[config.mk]
export PLATFORM = sky130hd
export DESIGN_NAME = conv_loader
export DESIGN_NICKNAME = d
export VERILOG_FILES = /design/src/rtl/conv_loader.sv
export SDC_FILE = /design/constraint.sdc
export NUM_CORES = 1
export LEC_CHECK = 0
export BUFFER_PORTS_ARGS = -buffer_cell sky130_fd_sc_hd__buf_2
export CAP_MARGIN = 20
export CORE_UTILIZATION = 40
export CTS_BUF_LIST = sky130_fd_sc_hd__clkbuf_4
export DETAILED_ROUTE_END_ITERATION = 8
export GPL_TIMING_DRIVEN = 1
export PLACE_DENSITY_LB_ADDON = 0.15
export SETUP_SLACK_MARGIN = 0.1
export SLEW_MARGIN = 20
export SYNTH_ARGS = -nofsm -noshare
export SYNTH_HDL_FRONTEND = slang
export SYNTH_SLANG_ARGS = --single-unit
[constraint.sdc]
create_clock -name clk -period 1.6 [get_ports clk]
set_input_delay 0.32 -clock clk [delete_from_list [all_inputs] [get_ports clk]]
set_output_delay 0.32 -clock clk [all_outputs]
set_load 0.01 [all_outputs]
[src/rtl/conv_loader.sv]
// Write controller for the convolution engine's F and X vector memories.
// The first FSIZE stream words go to F and the next XSIZE words go to X; both are then held until compute_done.
module conv_loader #(
    parameter int WIDTH = 16,
    parameter int XSIZE = 64,
    parameter int LOGX  = 6,
    parameter int FSIZE = 16,
    parameter int LOGF  = 4
) (
    input  logic             clk,
    input  logic             reset,
    input  logic [WIDTH-1:0] s_data,
    input  logic             s_valid,
    output logic             s_ready,
    output logic [WIDTH-1:0] wr_data,
    output logic [LOGF-1:0]  f_addr,
    output logic             f_wr_en,
    output logic [LOGX-1:0]  x_addr,
    output logic             x_wr_en,
    output logic             load_done,
    input  logic             compute_done
);

    localparam int CW = (LOGF > LOGX) ? LOGF : LOGX;
    localparam logic [CW-1:0] F_LAST = CW'(FSIZE - 1);
    localparam logic [CW-1:0] X_LAST = CW'(XSIZE - 1);

    typedef enum logic [1:0] {
        LOAD_F,
        LOAD_X,
        FULL
    } state_t;

    state_t        state;
    state_t        state_next;
    logic [CW-1:0] cnt;
    logic [CW-1:0] cnt_next;

    always_ff @(posedge clk or posedge reset) begin
        if (reset) begin
            state <= LOAD_F;
            cnt   <= '0;
        end else begin
            state <= state_next;
            cnt   <= cnt_next;
        end
    end

    // Handshake outputs are gated with reset so nothing is accepted or written while reset is held.
    always_comb begin
        state_next = state;
        cnt_next   = cnt;
        s_ready    = 1'b0;
        f_wr_en    = 1'b0;
        x_wr_en    = 1'b0;
        load_done  = 1'b0;
        case (state)
            LOAD_F: begin
                s_ready = !reset;
                f_wr_en = s_valid && !reset;
                if (s_valid) begin
                    if (cnt == F_LAST) begin
                        state_next = LOAD_X;
                        cnt_next   = '0;
                    end else begin
                        cnt_next = cnt + 1'b1;
                    end
                end
            end
            LOAD_X: begin
                s_ready = !reset;
                x_wr_en = s_valid && !reset;
                if (s_valid) begin
                    if (cnt == X_LAST) begin
                        state_next = FULL;
                        cnt_next   = '0;
                    end else begin
                        cnt_next = cnt + 1'b1;
                    end
                end
            end
            FULL: begin
                load_done = 1'b1;
                if (compute_done) begin
                    state_next = LOAD_F;
                    cnt_next   = '0;
                end
            end
            default: begin
                state_next = LOAD_F;
                cnt_next   = '0;
            end
        endcase
    end

    assign wr_data = s_data;
    assign f_addr  = cnt[LOGF-1:0];
    assign x_addr  = cnt[LOGX-1:0];

endmodule

Word level (Yosys, flattened, before mapping)
Cells that the tools add are included.
{"block": "totals", "regBits": 8, "inputBits": 20, "output_inout_bits": 30, "word_cells": 34}
{"block": "op_classes", "n_addsub": 1, "n_eq_ne": 9, "n_mux": 16, "reduce_logical": 6}
{"cell": "6-bit two-way mux", "count": 5}
{"cell": "6-bit case mux with 3 select lines", "count": 1}
{"cell": "2-bit two-way mux", "count": 5}
{"cell": "2-bit inequality test, second input constant", "count": 5}
{"cell": "6-bit by 1-bit adder with 6-bit output, second input constant", "count": 1}
{"cell": "6-bit by 4-bit == test with 1-bit output, second input constant", "count": 1}
{"cell": "6-bit == test, second input constant", "count": 1}
{"cell": "2-bit case mux with 3 select lines", "count": 1}
{"cell": "5-bit AND reduction", "count": 1}
{"cell": "1-bit two-way mux", "count": 4}
{"cell": "3-bit AND reduction", "count": 1}
{"cell": "2-bit by 1-bit == test with 1-bit output, second input constant", "count": 1}
{"cell": "2-bit == test, second input constant", "count": 1}
{"cell": "2-bit zero test", "count": 1}
{"cell": "2-bit OR reduction", "count": 1}
{"cell": "1-bit logical AND", "count": 1}
{"cell": "1-bit zero test", "count": 1}

Depth between registers and ports, before layout
Gate-level depths: netlist of run 1.
{"block": "logic_depth", "depth_word": 4, "depth_mapped": 5, "mapped_depth_nobuf": 5}

Worst setup path after synthesis of run 1
No wires, ideal clock.
{"block": "synth_timing", "kind": "register to register", "start": "register state[0]", "end": "register cnt[5], in the netlist x_addr[5]", "setup_time_ns": 0.126, "arrival_time_ns": 1.285, "required_ns": 1.474, "setup_slack_ns": 0.189, "stages_incl_launch_ff": 6, "n_path_buf": 1, "cell_sequence": "dfrtp_1 -> buf_6 -> or3b_2 -> o21ai_2 -> o21a_1 -> o21ai_0"}
{"block": "synth_between", "elab_chain_cells": 3}
{"item": "from (decl)", "line_no": "34", "text": "state_t state;"}
{"item": "from (signal assigned)", "line_no": "44", "text": "state <= state_next;"}
{"item": "2-bit == test, or another cell as far along", "line_no": "57", "text": "case (state)"}
{"item": "2-bit inequality test (no source line)"}
{"item": "3-bit AND reduction (no source line)"}
{"item": "to (signal assigned)", "line_no": "45", "text": "cnt <= cnt_next;"}
{"item": "to (decl)", "line_no": "36", "text": "logic [CW-1:0] cnt;"}
Parallel ways exist; a longest one is shown, timed or not.
A chain may end at the register's enable or synchronous reset.

Worst setup path after layout of run 1
{"block": "layout_timing", "start": "register state[1]", "end": "output port load_done"}
{"block": "layout_between", "elab_chain_cells": 2}
{"item": "2-bit == test", "line_no": "57"}
{"item": "1-bit two-way mux", "line_no": "57"}
{"item": "to (decl)", "line_no": "20", "text": "output logic load_done,"}
No other way between the ends.

==> metrics.txt, run 1 <==
Critical Path AT=1.14 ns; power per cell area=1570 nW/um^2; cell row count=14; reg2reg setup slack=0.16 ns; gr usage total=15.8%; Worst Setup Start Kind=flip-flop; fin crit share=91.5%; vias per cell=5.35; Final min period=1.46 ns; CTS tree=yes; Skew-Pair Late Insertion Delay=0.26 ns; initial core utilization=42.8%; status=finished, final reports clean; post-synth top area share=31.4%; Clock Root Buffer=clkbuf_4; largest cells by area after synthesis=dfrtp_1 31%, buf_4 24%, o21ai_0 4.7%; cell with the largest stage delay on the worst path=dfrtp_1; initial antenna violation count=0; share of cells above drive strength 1=49.4%; syn nets=95; Worst EP required=1.28 ns; area leader, netlist=dfrtp_1; commonest non-fill, non-tap cell in the layout=buf_2; Port Buffers=17; Final setup viols=0; Core ar.=1490 sq um; relative slew slack=78.2%; setup TNS=0 ns; worst vdd ir=717 uV; Avg Synthesized Cell Area=8.61 sq um; Worst Reg-to-Reg Cells=5; Pwr Total=1.09 mW; first-pass GRT wire length=2080 um; Synth Register Bits=8; critical path type=flip-flop to output port; die width=41.9 um; Worst Tran Pin Value=0.327 ns; Clock Path Buffers=2; crit-path cells=buf_4 -> and2b_2 -> buf_2; synth unique cells=29; first-iteration detailed-routing DRC count=4; Critical R2R Launch=state[0]; H-tree lvl count=1; boundary pin count=50; RSZ-0062 raised after global routing=true; synth warn=0; WL/cell=14.4 um; Synth Instances=74; TritonCTS Sinks=8; clk_skew=0.00414 ns; Routed WL=1400 um; Max Transition Viols Final=0; Mapped Area=637 sq um; LEAKAGE=0.326 nW; Critical Path Max Stage Delay=0.42 ns; Num CTS Buffers=3; FILL cells=147; Multi-input gate area=289 sq um; Synth async-reset ratio=100%; antenna cells=0; Die ar.=1760 sq um; CP Capture Type=output port; Die Height=41.9 um; Final nets=104; Congestion Overflow GR=0; final hold vios=0; Reg clk slew, reported paths=0.06 ns; Fin Hold WS=0.0403 ns; drt drc=0; Top FF cell, synth=dfrtp_1; Sequential Area=201 sq um; register area share after synthesis=31.4%; Hold Crit Class=primary input to async pin; number of max-cap violations=0; vias in the first global route=474; RePlAce Congestion=0.735; detailed placement HPWL=1010 um; largest net degree at the start of global routing=9; routed vias=519; fmax=683 MHz; TritonRoute pass-1 iters=2; antenna violation net count after detailed routing=0; crit-path max FO=4; commonest non-fill, non-tap cells in the layout=17 x buf_2, 9 x buf_4, 7 x nand2_1, 7 x dfrtp_1, 5 x o21ai_0; reg2reg end=x_addr[0]; Hold-fix buffers, CTS=0; number of flops mapped to enable cells by yosys=0; Layout Area Growth over Synthesis=8.84%
==> synthesized netlist by cell type, types with 2 or more instances <==
cell type,n
nand2b_1,2
o41ai_1,2
o21ai_0,6
buf_4,20
dfrtp_1,8
nand2_1,7
nor2_1,3
nand3_1,3
a21oi_1,2
inv_1,2
==> flip-flops by register name, summed over array words and instances (netlist names) <==
register,count
x_addr,6
state,2
==> worst max-delay path: cells and delay by family, from the launching register on <==
family	cells	cell delay, ns
AND/OR/NAND/NOR	1	0.18
buffers and inverters	2	0.29
flip-flops	1	0.42
==> how the worst max path moves through the flow <==
stage	slack, ns	end	from
floorplan	0.19	x_addr[5]	state[0]
global placement	0.18	x_addr[5]	state[0]
detailed placement	0.16	x_addr[5]	state[0]
CTS	0.11	x_wr_en	state[1]
global route	0.09	x_addr[5]	state[0]
finish	0.14	load_done	state[1]
==> kinds of logic (layout without fill, tap and decap cells) <==
family | after synthesis | after routing | share of synthesized area (%)
simple gates | 24 | 24 | 20.6
flops | 8 | 8 | 31.4
buf+inv | 24 | 31 | 27.1
mux | 1 | 1 | 1.77
compound gates | 15 | 15 | 15.7
fa+ha+maj | 1 | 1 | 1.96
xor+xnor | 1 | 1 | 1.38
==> per-layer routing <==
metal  vias to the layer above  GRT usage (%)  share of wire, %
met5                         -              0                 0
met4                         0           12.3              0.72
met3                         4           5.22               8.0
met2                        27           22.5                48
met1                       236           19.4                43
li1                        252              -                 -
==> cell type report <==
class / count / area share (%)
Multi-Input combinational cell: 42 / 41.7
Sequential cell: 8 / 29.1
Timing Repair Buffer: 26 / 22.0
Clock buffer: 3 / 3.25
Tap cell: 16 / 2.89
Inverter: 2 / 1.08
==> report_power, final <==
group	leakage, nW	internal [mW]	switching, mW	total (mW)
logic	0.221	0.266	0.272	0.538
clock network	0.0138	0.0868	0.0828	0.170
registers	0.0910	0.279	0.100	0.379
==> per-stage QoR <==
stage | std cells | worst slack [ns] | utilization, % | instance area, sq um
after CTS | 96 | 0.106 | 44.8 | 667
after floorplan | 74 | 0.189 | - | 637
after global placement | 91 | 0.177 | 41.8 | 622
after detailed placement | 91 | 0.160 | 41.8 | 622
final | 97 | 0.136 | 46.6 | 693
after global routing | 97 | 0.0937 | 46.6 | 693
==> repair_timing <==
action	4_1_cts	5_1_grt
gates resized for setup	1	5
endpoints found under the setup margin	2	4
setup buffers	2	1
(Power assumes the default switching activity.)
==> inputs of run 2 (changes only) <==
Settings changed: CELL_PAD_IN_SITES_DETAIL_PLACEMENT from default to 0, CELL_PAD_IN_SITES_GLOBAL_PLACEMENT from default to 1, CORE_ASPECT_RATIO from default to 1.5, CORE_UTILIZATION 40 to 27.
==> run 2 against run 1 <==
Effect of this change:
- critical path depth rose by 1
- routed wire length rose by 3.6%
- sequential power rose by 1%
- setup slack got worse by 0.052 ns
- register-to-register slack improved by 0.05 ns
- total power rose by 2.5%
- via count fell by 0.96%
- critical path type unchanged
- critical endpoint is now x_wr_en
- largest cell class unchanged
- cell count rose by 8.2%
==> metrics.txt, run 2 (synthesis gave the netlist of run 1 again) <==
Pwr Total=1.11 mW (was 1.09 mW); Seq pwr share=34.4% (was 34.9%); Finished Core Util=32.4% (was 46.6%); Max Transition Viols Final=0 (unchanged); Int Power=650 uW (was 631 uW); commonest non-fill, non-tap cell in the layout=buf_2 (unchanged); setup TNS=0 ns (unchanged); crit path buf inv count=2 (unchanged); Area after DPL=638 sq um (was 622 sq um); Clock power frac=15.0% (was 15.6%); Hold Crit Class=primary input to async pin (unchanged); Critical Path Max Stage Delay=0.39 ns (was 0.42 ns); gr usage total=13.4% (was 15.8%); Comb power frac=50.6% (was 49.5%); power per cell area=1540 nW/um^2 (was 1570 nW/um^2); Switching Power=463 uW (was 455 uW); crit-path max FO=3 (was 4); Layout Area Growth over Synthesis=13.8% (was 8.84%); fin crit share=94.8% (was 91.5%); vias per cell=4.90 (was 5.35); RSZ-0062 raised after global routing=true (unchanged); routed vias=514 (was 519); commonest non-fill, non-tap cells in the layout=17 x buf_2, 9 x buf_4, 7 x nand2_1, 7 x dfrtp_1, 4 x o21ai_0 (was 17 x buf_2, 9 x buf_4, 7 x nand2_1, 7 x dfrtp_1, 5 x o21ai_0); Setup WS post-layout=0.0840 ns (was 0.136 ns); LEAKAGE=0.334 nW (was 0.326 nW); Largest register FFs=6 (unchanged); RePlAce Congestion=0.694 (was 0.735); initial antenna violation count=0 (unchanged); Final min period=1.52 ns (was 1.46 ns); relative slew slack=76.5% (was 78.2%); Clock Root Buffer=clkbuf_4 (unchanged); Die ar.=2560 sq um (was 1760 sq um); Reg clk slew, reported paths=0.06 ns (about the same); Worst Setup Start Kind=flip-flop (unchanged); Clock Path Buffers=2 (unchanged); die width=41.7 um (was 41.9 um); status=finished, final reports clean (unchanged); Worst Tran Pin Value=0.352 ns (was 0.327 ns); vias in the first global route=525 (was 474); CP Capture Type=output port (unchanged); initial core utilization=28.5% (was 42.8%); cell with the largest stage delay on the worst path=dfrtp_1 (unchanged); largest net degree at the start of global routing=9 (unchanged); worst vdd ir=556 uV (was 717 uV); Worst EP required=1.28 ns (about the same); Num CTS Buffers=3 (unchanged); H-tree lvl count=1 (unchanged); drt drc=0 (unchanged); Port Buffers=17 (unchanged); post-route cell area=724 sq um (was 693 sq um); critical path type=flip-flop to output port (unchanged); number of max-cap violations=0 (unchanged); crit-path cells=buf_6 -> nand2b_4 -> nor3b_2 -> buf_2 (was buf_4 -> and2b_2 -> buf_2); final hold vios=0 (unchanged); CTS tree=yes (unchanged); antenna violation net count after detailed routing=0 (unchanged); antenna cells=0 (unchanged); Final nets=105 (was 104); CP top delay family=flip-flops (unchanged); first-pass GRT wire length=2490 um (was 2080 um); Critical Path AT=1.20 ns (was 1.14 ns); share of cells above drive strength 1=52.4% (was 49.4%); switching part of the total power=41.6% (was 41.9%); boundary pin count=50 (unchanged); Routed WL=1450 um (was 1400 um); TritonCTS Sinks=8 (unchanged); cell row count=21 (was 14); fmax=660 MHz (was 683 MHz); first-iteration detailed-routing DRC count=4 (unchanged); TritonRoute pass-1 iters=2 (unchanged); detailed placement HPWL=1080 um (was 1010 um); Setup WS pre-CTS=0.117 ns (was 0.160 ns); Skew-Pair Late Insertion Delay=0.26 ns (about the same); WL/cell=13.8 um (was 14.4 um); clk_skew=0.00260 ns (was 0.00414 ns); Die Height=61.5 um (was 41.9 um); Core ar.=2230 sq um (was 1490 sq um); Final setup viols=0 (unchanged); Congestion Overflow GR=0 (unchanged)
[run 2: worst paths after layout]
check                              from   endpoint  slack, ns  cells after the start
max                            state[1]    x_wr_en       0.08                      4
min                               reset   state[0]       0.05                      2
max reg2reg                   x_addr[0]  x_addr[1]       0.21                      5
min reg2reg                   x_addr[0]  x_addr[0]       0.53                      1
max in group asynchronous         reset  x_addr[0]       1.27                      2
min in group clk           compute_done   state[1]       0.37                      3
[run 2: through the flow]
| stage | hold WS [ns] | std cells |
|---|---|---|
| after detailed placement | 0.341 | 99 |
| after global routing | 0.0907 | 105 |
| after floorplan | 0.136 | 74 |
| after global placement | 0.339 | 99 |
| final | 0.0514 | 105 |
| after CTS | 0.0546 | 104 |
[run 2: area by class of cell]
type / count / area, sq um
repair buffers: 27 / 164
flip-flops and latches: 8 / 201
fillers: 256 / 1510
multi-input cells: 42 / 300
inverters: 2 / 7.51
well taps: 23 / 28.8
clock buffers: 3 / 22.5
[run 2: repair_timing]
item | CTS | global route
buffers inserted | 2 | 1
setup endpoints to repair | 2 | 6
hold buffers | 0 | 0
gates resized for setup | 3 | 8
[run 2: layer usage]
layer	vias up	share of wire (%)	track usage [%]	wire (um)
li1	252	-	-	-
met1	242	42	15.0	606
met2	16	51	21.7	739
met3	4	4.6	2.93	67
met4	0	2.5	11.5	36
met5	-	0	0	0
[run 2: power groups by stage]
stage | Sequential (mW) | Combinational (mW) | Clock [mW]
after detailed placement | 0.389 | 0.533 | 0
after floorplan | 0.398 | 0.373 | 0
after CTS | 0.385 | 0.546 | 0.180
final | 0.383 | 0.563 | 0.166
after global placement | 0.384 | 0.541 | 0
after global routing | 0.407 | 0.626 | 0.184
